===== src/rtl/guess_pkg.sv =====
// Shared types and constants for the number-guessing game controller.
// Holds the FSM state encoding, LFSR tap mask and tries-counter width.
package guess_pkg;

  typedef enum logic [2:0] {
    IDLE       = 3'd0,
    WAIT_GUESS = 3'd1,
    CHECK      = 3'd2,
    WIN        = 3'd3,
    LOSE       = 3'd4
  } state_t;

  // x^8+x^6+x^5+x^4+1 as a Fibonacci feedback mask over bits [7:0]
  localparam logic [7:0] LFSR_TAPS = 8'hB8;
  localparam int         TRIES_W   = 4;

  function automatic logic [7:0] lfsr_next(input logic [7:0] v);
    return {v[6:0], ^(v & LFSR_TAPS)};
  endfunction

endpackage


===== src/rtl/sync_edge.sv =====
// Two-flop synchronizer plus rising-edge detector; the pulse is valid
// for one cycle, two clock edges after the asynchronous input rises.
module sync_edge (
  input  logic iclk,
  input  logic irst_n,
  input  logic iasync,
  output logic opulse
);

  logic s1, s2, s3;

  always_ff @(posedge iclk) begin
    if (!irst_n) begin
      s1 <= 1'b0;
      s2 <= 1'b0;
      s3 <= 1'b0;
    end else begin
      s1 <= iasync;
      s2 <= s1;
      s3 <= s2;
    end
  end

  assign opulse = s2 & ~s3;

endmodule


===== src/rtl/guess_game.sv =====
// Number-guessing game FSM: LFSR secret, hints, try counter and a guess
// timeout counted in slow-clock rising edges (used as an enable, not a clock).
module guess_game
  import guess_pkg::*;
#(
  parameter int         W             = 4,
  parameter int         MAX_TRIES     = 5,
  parameter int         TIMEOUT_TICKS = 10,
  parameter logic [7:0] LFSR_SEED     = 8'hA5
) (
  input  logic         iclk,
  input  logic         irst_n,
  input  logic         islow,
  input  logic         ibtn,
  input  logic [W-1:0] iguess,
  output logic         ohigher,
  output logic         olower,
  output logic         ocorrect,
  output logic         olose,
  output logic [3:0]   otries,
  output logic [W-1:0] osecret,
  output logic         oplaying
);

  logic               tick;
  logic               press;
  state_t             state;
  logic [7:0]         lfsr;
  logic [W-1:0]       secret;
  logic [W-1:0]       guess_reg;
  logic [7:0]         timeout;
  logic [7:0]         timeout_inc;
  logic [TRIES_W-1:0] tries_inc;

  sync_edge u_slow (.iclk(iclk), .irst_n(irst_n), .iasync(islow), .opulse(tick));
  sync_edge u_btn  (.iclk(iclk), .irst_n(irst_n), .iasync(ibtn),  .opulse(press));

  assign timeout_inc = timeout + 8'd1;
  assign tries_inc   = (otries == '1) ? otries : otries + 1'b1;

  always_ff @(posedge iclk) begin
    if (!irst_n) begin
      state     <= IDLE;
      lfsr      <= LFSR_SEED;
      secret    <= '0;
      guess_reg <= '0;
      timeout   <= '0;
      otries    <= '0;
      ohigher   <= 1'b0;
      olower    <= 1'b0;
      ocorrect  <= 1'b0;
      olose     <= 1'b0;
      osecret   <= '0;
      oplaying  <= 1'b0;
    end else begin
      lfsr <= lfsr_next(lfsr);
      case (state)
        IDLE: begin
          if (press) begin
            secret   <= lfsr[W-1:0];
            otries   <= '0;
            timeout  <= '0;
            ohigher  <= 1'b0;
            olower   <= 1'b0;
            oplaying <= 1'b1;
            state    <= WAIT_GUESS;
          end
        end
        WAIT_GUESS: begin
          // a press in the same cycle as a tick takes priority; the tick is dropped
          if (press) begin
            guess_reg <= iguess;
            state     <= CHECK;
          end else if (tick) begin
            timeout <= timeout_inc;
            if (timeout_inc == 8'(TIMEOUT_TICKS)) begin
              olose    <= 1'b1;
              oplaying <= 1'b0;
              osecret  <= secret;
              state    <= LOSE;
            end
          end
        end
        CHECK: begin
          if (guess_reg == secret) begin
            ocorrect <= 1'b1;
            oplaying <= 1'b0;
            osecret  <= secret;
            state    <= WIN;
          end else begin
            otries  <= tries_inc;
            ohigher <= (guess_reg < secret);
            olower  <= (guess_reg > secret);
            timeout <= '0;
            if (tries_inc == TRIES_W'(MAX_TRIES)) begin
              olose    <= 1'b1;
              oplaying <= 1'b0;
              osecret  <= secret;
              state    <= LOSE;
            end else begin
              state <= WAIT_GUESS;
            end
          end
        end
        WIN, LOSE: begin
          if (press) begin
            otries   <= '0;
            timeout  <= '0;
            ohigher  <= 1'b0;
            olower   <= 1'b0;
            ocorrect <= 1'b0;
            olose    <= 1'b0;
            osecret  <= '0;
            oplaying <= 1'b0;
            state    <= IDLE;
          end
        end
        default: state <= IDLE;
      endcase
    end
  end

endmodule


===== config.mk =====
export PLATFORM = sky130hd
export DESIGN_NAME = guess_game
export DESIGN_NICKNAME = d
export VERILOG_FILES = /design/src/rtl/guess_pkg.sv /design/src/rtl/sync_edge.sv /design/src/rtl/guess_game.sv
export SDC_FILE = /design/constraint.sdc
export NUM_CORES = 1
export LEC_CHECK = 0
export CORE_MARGIN = 4
export CORE_UTILIZATION = 60
export CTS_CLUSTER_DIAMETER = 50
export DETAILED_ROUTE_END_ITERATION = 10
export DONT_BUFFER_PORTS = 1
export GPL_ROUTABILITY_DRIVEN = 0
export GPL_TIMING_DRIVEN = 0
export PLACE_DENSITY = 0.8
export SLEW_MARGIN = 10
export SYNTH_ARGS = -nofsm -noshare
export SYNTH_HDL_FRONTEND = slang
export SYNTH_SLANG_ARGS = --single-unit

===== constraint.sdc =====
create_clock -name iclk -period 3 [get_ports iclk]
set_clock_uncertainty 0.15 [all_clocks]
set_input_delay 0.15 -clock iclk [delete_from_list [all_inputs] [get_ports iclk]]
set_output_delay 0.15 -clock iclk [all_outputs]
set_load 0.03 [all_outputs]

==> results.py <==
metrics = {
    "sta": {
        "slew_violations": 0,
        "rsz0062_at_grt": "no",
        "fmax_mhz": 375,
        "fin_crit_ps": 2670,
        "setup_ws_ps": 333,
        "max_slew.worst_pin.slew_ps": 710,
        "hold_viol_final": 0,
        "relSlewSlack_pct": 51.3,
        "fin_crit_sh_pct": 88.9,
        "tns_ps": 0,
        "setup-violations-final": 0,
    },
    "run": {
        "max_cap_viol_count": 0,
    },
    "global_routing": {
        "grt_pass1_wl_mm": 8.08,
        "grt_max_degree": 17,
        "grt_overflow": 0,
        "antenna_found_initial": 0,
        "grt_pass1_vias": 1745,
        "grt.total_usage_pct": 20.3,
    },
    "yosys": {
        "yosysMostFrequentCell": "dfxtp_1",
        "synth_nets": 269,
        "synth_cell_types": 51,
        "seq_area_frac_synth_pct": 41.2,
        "synth_top_area_share_pct": 41.2,
        "synthesis.area_um2": 2240,
        "post_synth.cell_area_avg_um2": 8.84,
        "synth_warnings": 0,
        "synthArstFlopShare_pct": 0,
        "synthFlopType": "dfxtp_1",
        "synth_top_cell_by_area": "dfxtp_1",
        "synthTopCellsByCount": "46 x dfxtp_1, 25 x nor2_1, 19 x nand2_1",
        "synth_area_leaders": "dfxtp_1 41%, mux2i_1 7.6%, ha_1 4.5%",
        "postSynthCellCount": 253,
        "ys_ff_latch": 46,
        "synth_edf_count": 0,
    },
    "critical_path": {
        "start_kind": "flop",
        "cp_slowest_cell": "o31ai_1",
        "path_cells": "ha_1, and3_1, nor4_1, o21ai_1, o31ai_1, nand4_1, and3_1",
        "path_common_cell": "and3_1",
        "critical_path_class": "flop to flop",
        "crit_path_max_incr_delay_ps": 420,
        "worst-path-max-fanout": 9,
        "crit_buf_inv": 0,
        "reg2reg_depth": 7,
        "crit_required_ps": 3050,
        "cp.arrival_ps": 2710,
        "cp_num_cells": 7,
        "crit_family": "simple AND/OR/NAND/NOR gates",
        "end_kind": "flop",
    },
    "final_layout": {
        "area_growth_pct": 9.90,
        "fillCellCount": 294,
        "fin_area_um2": 2460,
        "multi_input_area_um2": 1240,
        "regArea_um2": 921,
        "drive_above_1_share_pct": 6.72,
        "num_antenna_cells": 0,
        "finalNetCount": 283,
        "top_regs": "lfsr (8), timeout (8)",
    },
    "clock_network": {
        "cts_inserted_buffers": 5,
        "clk_latency_ps": 300,
        "clkTransAtPathRegs_ps": 90,
        "cts-root-buf": "clkbuf_8",
        "ctsResizeCount": 0,
        "cts-htree-levels": 2,
        "cts_tree": "yes",
        "cts_buffer_depth": 2,
        "clock-sinks": 46,
    },
    "route": {
        "ant_nets": 0,
        "vias": 1841,
        "vias_per_cell": 5.86,
        "drtIter0Drc": 147,
        "wl_per_cell_um": 15.0,
        "routed_wl_mm": 4.71,
        "drc": 0,
        "first_pass_iters": 5,
    },
    "hold_path": {
        "hp-class": "primary input to flop",
        "worstHoldPathCells": 2,
    },
    "place": {
        "dpl_cell_area_um2": 2290,
        "portBuffers": 0,
        "dp_hpwl_mm": 3.29,
        "pre_cts_ws_ps": 398,
    },
    "power": {
        "power.density_nw_per_um2": 492,
        "p_leak_nw": 0.989,
        "ir_drop_mv": 0.400,
    },
    "floorplanning": {
        "io_pins": 21,
        "initial_core_util_pct": 64.5,
        "die_w_um": 69.1,
        "die_y_um": 69.1,
        "design.core.area_um2": 3470,
        "rows": 21,
        "dieArea_um2": 4770,
    },
    "outcome": {
        "outcome": "complete, no violations",
    },
}
## power by group
part | switching [mW] | internal [mW] | leakage (nW) | total [mW]
logic | 0.0893 | 0.0660 | 0.570 | 0.155
registers | 0.0287 | 0.635 | 0.375 | 0.664
clock network | 0.222 | 0.168 | 0.0447 | 0.391
## kinds of logic after synthesis
family | count (synthesis) | share of synthesized area, %
AND/OR/NAND/NOR | 102 | 24.6
AO/OA/AOI/OAI | 56 | 16.9
flip-flops | 46 | 41.2
buffers and inverters | 19 | 3.30
multiplexers | 17 | 7.61
adder cells (fa/ha/maj) | 8 | 4.47
XOR/XNOR | 5 | 1.96
## stage by stage
step	power [mW]	hold WS, ps	util (%)	cells
after floorplan	0.788	73.0	-	253
after global placement	0.820	73.8	66.2	299
after detailed placement	0.824	79.5	66.2	299
after CTS	1.21	3.02	70.9	314
after global routing	1.26	18.0	70.9	314
final	1.21	9.61	70.9	314
## area by class of cell
class,count,share of cell area (%)
Clock inverter,3,1.02
Buffer,10,1.63
Clock buffer,5,2.80
Timing Repair Buffer,7,2.85
Inverter,9,1.37
Multi-Input combinational cell,188,50.5
Sequential cell,46,37.5
Tap cell,46,2.34
## final timing paths
path	start	to	slack, ps
worst max-delay path	timeout[0]	oplaying	330
worst min-delay path	irst_n	lfsr[0]	10
worst max register to register	timeout[0]	oplaying	330
worst min register to register	lfsr[6]	lfsr[7]	280
## layout by cell type (no fill, tap or decap), types with 5 or more instances in the layout
| cell type | Yosys | final |
|---|---|---|
| dfxtp_1 | 46 | 46 |
| nor2_1 | 25 | 25 |
| nand2_1 | 19 | 19 |
| o21ai_0 | 17 | 17 |
| mux2i_1 | 17 | 17 |
| a21oi_1 | 10 | 10 |
| and2_1 | 10 | 10 |
| inv_1 | 8 | 8 |
| clkbuf_1 | 8 | 8 |
| ha_1 | 8 | 8 |
| dlygate4sd3_1 | 0 | 7 |
| nand2b_1 | 6 | 6 |
| nand3_1 | 5 | 5 |
| nand4_1 | 5 | 5 |
| clkbuf_8 | 0 | 5 |
## repair_timing
action | CTS | global route
hold buffers | 7 | 0
buffers inserted | 0 | 0
endpoints found under the hold margin | 13 | 0
setup endpoints to repair | 0 | 0
## per-layer routing
layer,wire length (um),GRT usage [%],share of wire [%]
met5,0,0,0
met4,75,6.51,1.6
met3,151,3.63,3.2
met2,2330,33.5,49
met1,2150,26.9,46
Note: power is estimated with default switching activity, not from simulation.
